[src/rtl/brom_arb_pkg.sv]
// Shared types and helpers for the bROM read-port arbiter.
// Fallback widths let the block elaborate when the global config header is absent.
`ifndef CFG_IMG_VEC_NUM
`define CFG_IMG_VEC_NUM 16
`endif
`ifndef CFG_VEC_WIDTH
`define CFG_VEC_WIDTH 32
`endif

package brom_arb_pkg;

    localparam int unsigned MAX_REQ      = 8;
    localparam int unsigned MAX_ID_WIDTH = 3;

    typedef logic [MAX_ID_WIDTH-1:0] req_id_t;

    typedef struct packed {
        logic    vld;
        req_id_t id;
        logic    err;
    } inflight_t;

    // First set bit of req strictly after ptr, wrapping over n entries; ptr if none.
    function automatic req_id_t rr_next(input logic [MAX_REQ-1:0] req,
                                        input req_id_t            ptr,
                                        input int unsigned        n);
        req_id_t     idx;
        logic        hit;
        int unsigned c;
        idx = ptr;
        hit = 1'b0;
        for (int unsigned k = 1; k <= MAX_REQ; k++) begin
            c = (32'(ptr) + k) % n;
            if (k <= n && !hit && req[c[2:0]]) begin
                hit = 1'b1;
                idx = c[2:0];
            end
        end
        return idx;
    endfunction

endpackage

[src/rtl/rr_arbiter.sv]
// Combinational round-robin picker; the pointer register lives in the parent.
module rr_arbiter
    import brom_arb_pkg::*;
#(
    parameter  int unsigned N  = 4,
    localparam int unsigned IW = $clog2(N)
) (
    input  logic [N-1:0]  req,
    input  logic [IW-1:0] ptr,
    input  logic          en,
    output logic [N-1:0]  gnt,
    output logic [IW-1:0] gnt_idx
);

    logic [MAX_REQ-1:0] req_pad;
    req_id_t            idx;
    logic               unused_idx_bits;

    always_comb begin
        req_pad        = '0;
        req_pad[N-1:0] = req;
        idx            = rr_next(req_pad, req_id_t'(ptr), N);
        gnt_idx        = idx[IW-1:0];
        gnt            = '0;
        if (en && |req) gnt[gnt_idx] = 1'b1;
    end

    assign unused_idx_bits = ^idx;

endmodule

[src/rtl/brom_rd_arbiter.sv]
// Shares the single bROM read port among N_REQ fetch engines: round-robin grant,
// one outstanding read per requester, 1-deep registered response buffer each.
module brom_rd_arbiter
    import brom_arb_pkg::*;
#(
    parameter  int unsigned N_REQ      = 4,
    parameter  int unsigned ROM_DEPTH  = `CFG_IMG_VEC_NUM,
    parameter  int unsigned DATA_WIDTH = `CFG_VEC_WIDTH,
    parameter  int unsigned ADDR_WIDTH = $clog2(ROM_DEPTH),
    localparam int unsigned ID_WIDTH   = $clog2(N_REQ)
) (
    input  logic                        clk,
    input  logic                        rst,
    input  logic [N_REQ-1:0]            s_req_valid,
    input  logic [N_REQ*ADDR_WIDTH-1:0] s_req_addr,
    output logic [N_REQ-1:0]            s_req_ready,
    output logic [N_REQ-1:0]            s_resp_valid,
    input  logic [N_REQ-1:0]            s_resp_ready,
    output logic [N_REQ*DATA_WIDTH-1:0] s_resp_data,
    output logic [N_REQ-1:0]            s_resp_err,
    output logic                        m_arvalid,
    output logic [ADDR_WIDTH-1:0]       m_araddr,
    output logic                        m_rready,
    input  logic                        m_rvalid,
    input  logic [DATA_WIDTH-1:0]       m_rdata,
    output logic                        busy
);

    logic [N_REQ-1:0]      pend;
    logic [N_REQ-1:0]      resp_vld;
    logic [N_REQ-1:0]      resp_err;
    logic [N_REQ-1:0]      drain;
    logic [N_REQ-1:0]      elig;
    logic [N_REQ-1:0]      gnt;
    logic [ID_WIDTH-1:0]   ptr;
    logic [ID_WIDTH-1:0]   gnt_idx;
    logic [ADDR_WIDTH-1:0] g_addr;
    logic                  any_gnt;
    logic                  in_range;
    logic                  wr_hits_valid;
    inflight_t             infl;
    logic [DATA_WIDTH-1:0] resp_buf [N_REQ];

    // A requester draining its buffer this cycle may re-issue in the same cycle.
    assign drain = resp_vld & s_resp_ready;
    assign elig  = s_req_valid & (~pend | drain);

    rr_arbiter #(.N(N_REQ)) u_rr (
        .req     (elig),
        .ptr     (ptr),
        .en      (!rst),
        .gnt     (gnt),
        .gnt_idx (gnt_idx)
    );

    always_comb begin
        any_gnt   = |gnt;
        g_addr    = s_req_addr[32'(gnt_idx)*ADDR_WIDTH +: ADDR_WIDTH];
        in_range  = 32'(g_addr) < ROM_DEPTH;
        m_arvalid = any_gnt && in_range;
        m_araddr  = m_arvalid ? g_addr : '0;
    end

    assign m_rready     = m_arvalid;
    assign s_req_ready  = gnt;
    assign s_resp_valid = resp_vld;
    assign s_resp_err   = resp_err;
    assign busy         = |pend;

    always_comb begin
        s_resp_data = '0;
        for (int unsigned i = 0; i < N_REQ; i++)
            s_resp_data[i*DATA_WIDTH +: DATA_WIDTH] = resp_buf[i];
    end

    always_ff @(posedge clk or posedge rst) begin
        if (rst) begin
            ptr      <= ID_WIDTH'(N_REQ - 1);
            infl     <= '0;
            pend     <= '0;
            resp_vld <= '0;
            resp_err <= '0;
            for (int unsigned i = 0; i < N_REQ; i++) resp_buf[i] <= '0;
        end else begin
            if (any_gnt) ptr <= gnt_idx;
            infl <= '{vld: any_gnt, id: req_id_t'(gnt_idx), err: any_gnt && !in_range};
            pend <= (pend & ~drain) | gnt;
            for (int unsigned i = 0; i < N_REQ; i++) begin
                if (infl.vld && infl.id == req_id_t'(i)) begin
                    resp_vld[i] <= 1'b1;
                    resp_err[i] <= infl.err;
                    resp_buf[i] <= infl.err ? '0 : m_rdata;
                end else if (drain[i]) begin
                    resp_vld[i] <= 1'b0;
                    resp_err[i] <= 1'b0;
                end
            end
        end
    end

    assign wr_hits_valid = infl.vld && |(resp_vld & (N_REQ'(1) << infl.id));

    a_ready_onehot: assert property (@(posedge clk) disable iff (rst) $onehot0(s_req_ready));
    a_rvalid_follows: assert property (@(posedge clk) disable iff (rst) m_arvalid |=> m_rvalid);
    a_rvalid_only_after_ar: assert property (@(posedge clk) disable iff (rst) !m_arvalid |=> !m_rvalid);
    a_no_overwrite: assert property (@(posedge clk) disable iff (rst) !wr_hits_valid);

endmodule

[config.mk]
export PLATFORM = sky130hd
export DESIGN_NAME = brom_rd_arbiter
export DESIGN_NICKNAME = d
export VERILOG_FILES = /design/src/rtl/brom_arb_pkg.sv /design/src/rtl/rr_arbiter.sv /design/src/rtl/brom_rd_arbiter.sv
export SDC_FILE = /design/constraint.sdc
export NUM_CORES = 1
export LEC_CHECK = 0
export CAP_MARGIN = 20
export CORE_UTILIZATION = 44
export CTS_CLUSTER_DIAMETER = 60
export DETAILED_ROUTE_END_ITERATION = 7
export PLACE_DENSITY = 0.82
export SLEW_MARGIN = 20
export SYNTH_ARGS = -nofsm -noshare
export SYNTH_HDL_FRONTEND = slang
export SYNTH_SLANG_ARGS = --single-unit
[constraint.sdc]
create_clock -name clk -period 6.35 [get_ports clk]
set_input_delay 0.9525 -clock clk [delete_from_list [all_inputs] [get_ports clk]]
set_output_delay 0.9525 -clock clk [all_outputs]
set_load 0.005 [all_outputs]
==> out/metrics.yaml <==
run_status:
  outcome: "complete, no violations"
route:
  dr.pass1.iters: 4
  ant_nets: 0
  wl_mm: 12.9
  route.vias.total: 3694
  wire_per_inst_um: 17.5
  drt_iter0_drc: 156
  drc_errors: 0
  routed_via_density: 5.01
floorplan:
  rows: 40
  die_area_um2: 13000
  fp.dieW_um: 114
  die_h_um: 114
  coreArea_um2: 12100
  start_util_pct: 45.6
  ios: 206
logic_synthesis:
  yosysTopAreaCell: "dfrtp_1"
  yosys-top-cells-count: "dfrtp_1 (139), mux2_2 (129), clkbuf_1 (12), mux2i_1 (8), o21ai_0 (7)"
  yosys_warnings: 0
  ys_seq_area_share_pct: 64.0
  synth_top_cell_area_share_pct: 63.0
  synth-edff-count: 0
  synth_area_leaders: "dfrtp_1 (63%), mux2_2 (26%), mux2i_1 (1.5%), dfstp_2 (0.95%), buf_4 (0.82%)"
  synth_cell_types: 34
  synthesis.area_um2: 5520
  ys_ff_latch: 141
  syn_inst: 352
  synth-main-ff-cell: "dfrtp_1"
  async_flop_share_pct: 100
  synth.most_common_cell: "dfrtp_1"
  synth.avg_cell_area_um2: 15.7
pwr:
  p_leak_nw: 3.48
  switching_share_pct: 27.0
  worst_ir_drop_vdd_mv: 0.265
  p_int_mw: 3.31
  pwr-share-seq_pct: 35.7
  power_mw: 4.54
  power.switching_mw: 1.23
  cellPowerDensity_nw_per_um2: 549
  power_frac_clock_pct: 22.1
  combPwrFrac_pct: 42.2
clocking:
  ctsHtreeMaxLevel: 4
  cts_hold_buffers: 0
  cts_resized: 0
  clockBufferDepth: 2
  clock_latency_ns: 0.41
  numCtsBuffers: 17
  cts_sinks: 141
  post_cts_buffers: 0
  cts_tree: "done"
  clkTransAtPathRegs_ns: 0.05
  clock_tree.root_cell: "clkbuf_16"
setup_path:
  path_cells: "clkdlybuf4s50_1 > a21bo_2 > and2_1 > o32ai_1 > a211o_1 > mux2i_1 > o22ai_1 > clkdlybuf4s50_1"
  critPathMaxFanout: 15
  critPathCaptureType: "primary output"
  path_class: "primary input to primary output"
  critPathLaunchType: "primary input"
  max_stage_delay_ns: 0.54
  crit_required_ns: 5.40
  crit_top_cell: "clkdlybuf4s50_1"
  r2r-start: "infl[2]"
  cp_slowest_cell: "clkdlybuf4s50_1"
  arrival_ns: 3.44
  startpoint: "s_resp_ready[1]"
placed_design:
  dp_hpwl_mm: 8.78
  io_buffers: 200
  place_congestion: 0.751
  placed_area_um2: 7670
timing:
  setup_tns_ns: 0
  rsz0062_at_grt: "no"
  hold_viol: 0
  clock_skew_ns: 0.00510
  setup_viol: 0
  fmax_mhz: 228
  worst_slew_pin_slew_ns: 1.02
  min_period_ns: 4.39
  finalMaxSlewViolations: 0
  post-route-period-util_pct: 69.2
  relSlewSlack_pct: 32.1
global_route:
  grt-ovfl-total: 0
  grt_pass1_wl_mm: 20.2
  grt_pass1_vias: 3864
  antenna_found_initial: 0
  grt_max_degree: 81
  track_usage_pct: 20.9
final_layout:
  stdcell_area_um2: 8270
  nets: 617
  nFillCells: 900
  diodes: 0
  final_util_pct: 68.3
  area_delta_synth_final_pct: 50.0
  drive_above_1_share_pct: 30.0
job:
  drv_cap: 0
min_path:
  worstHoldStart: "s_resp_data[111]"
  min-delay-path-class: "flop to flop"
[per-layer routing]
layer,track usage [%],wire length (um)
met3,7.39,889
met5,0,0
met1,22.7,5050
met2,37.2,6830
met4,7.97,173
[path summary, 6_finish.rpt]
kind,endpoint,slack [ns],cells after the start
hold reg to reg,s_resp_data[111],0.50,1
min in group asynchronous,pend[0],1.05,2
hold / removal,s_resp_data[111],0.50,1
setup reg to reg,s_resp_data[14],4.13,3
setup / recovery,m_araddr[0],1.96,8
max in group asynchronous,infl[2],4.02,3
[metrics by stage]
stage	hold slack, ns	cells	setup slack [ns]
floorplan	0.500	355	1.62
global placement	0.487	707	2.01
detailed placement	0.492	707	1.94
CTS	0.504	738	1.94
global route	0.509	738	1.79
finish	0.500	738	1.96
[sequential cells by signal (all words and copies together) (netlist names)]
register / flops
ptr: 2
pend: 4
s_resp_valid: 4
infl: 3
s_resp_data: 128
[cells in the final DEF (no fill, tap or decap), types with 3 or more instances in the layout]
| master | Yosys | routed |
|---|---|---|
| clkdlybuf4s50_1 | 0 | 200 |
| dfrtp_1 | 139 | 139 |
| mux2_2 | 129 | 129 |
| clkbuf_16 | 0 | 17 |
| mux2i_1 | 8 | 8 |
| o21ai_0 | 7 | 7 |
| inv_1 | 6 | 5 |
| nand2_1 | 4 | 4 |
| nor2_1 | 4 | 4 |
| o22ai_1 | 4 | 4 |
| conb_1 | 1 | 4 |
| clkbuf_8 | 0 | 4 |
| clkbuf_1 | 12 | 4 |
| buf_4 | 6 | 4 |
| a21bo_2 | 3 | 3 |
| nand3b_1 | 3 | 3 |
| bufinv_16 | 0 | 3 |
[power groups by stage]
stage,Combinational (mW),Clock (mW),Sequential [mW]
after global routing,2.05,1.06,1.68
final,1.91,1.00,1.62
after CTS,1.94,1.02,1.62
after global placement,1.89,0,1.60
after detailed placement,1.93,0,1.63
after floorplan,0.773,0,1.64
[cell type report]
type	count	area, um2	share of cell area [%]
inverters	6	27.5	0.333
repair buffers	204	2030	24.6
well taps	168	210	2.54
clock inverters	6	108	1.30
multi-input cells	188	1870	22.6
flip-flops and latches	141	3530	42.7
clock buffers	25	495	5.99
[worst max-delay path, delay by kind of cell]
kind	cells	cell delay [ns]
buffers and inverters	2	0.96
muxes	1	0.17
and+or+nand+nor	1	0.18
AOI/OAI and AO/OA	4	1.17
[cells by family after synthesis]
group	after synthesis	share of synthesized area, %
flip-flops	141	64.0
multiplexers	137	27.8
buffers and inverters	26	2.52
AO/OA/AOI/OAI	25	3.29
AND/OR/NAND/NOR	22	2.36
other	1	0.0680
(Power assumes the default switching activity.)
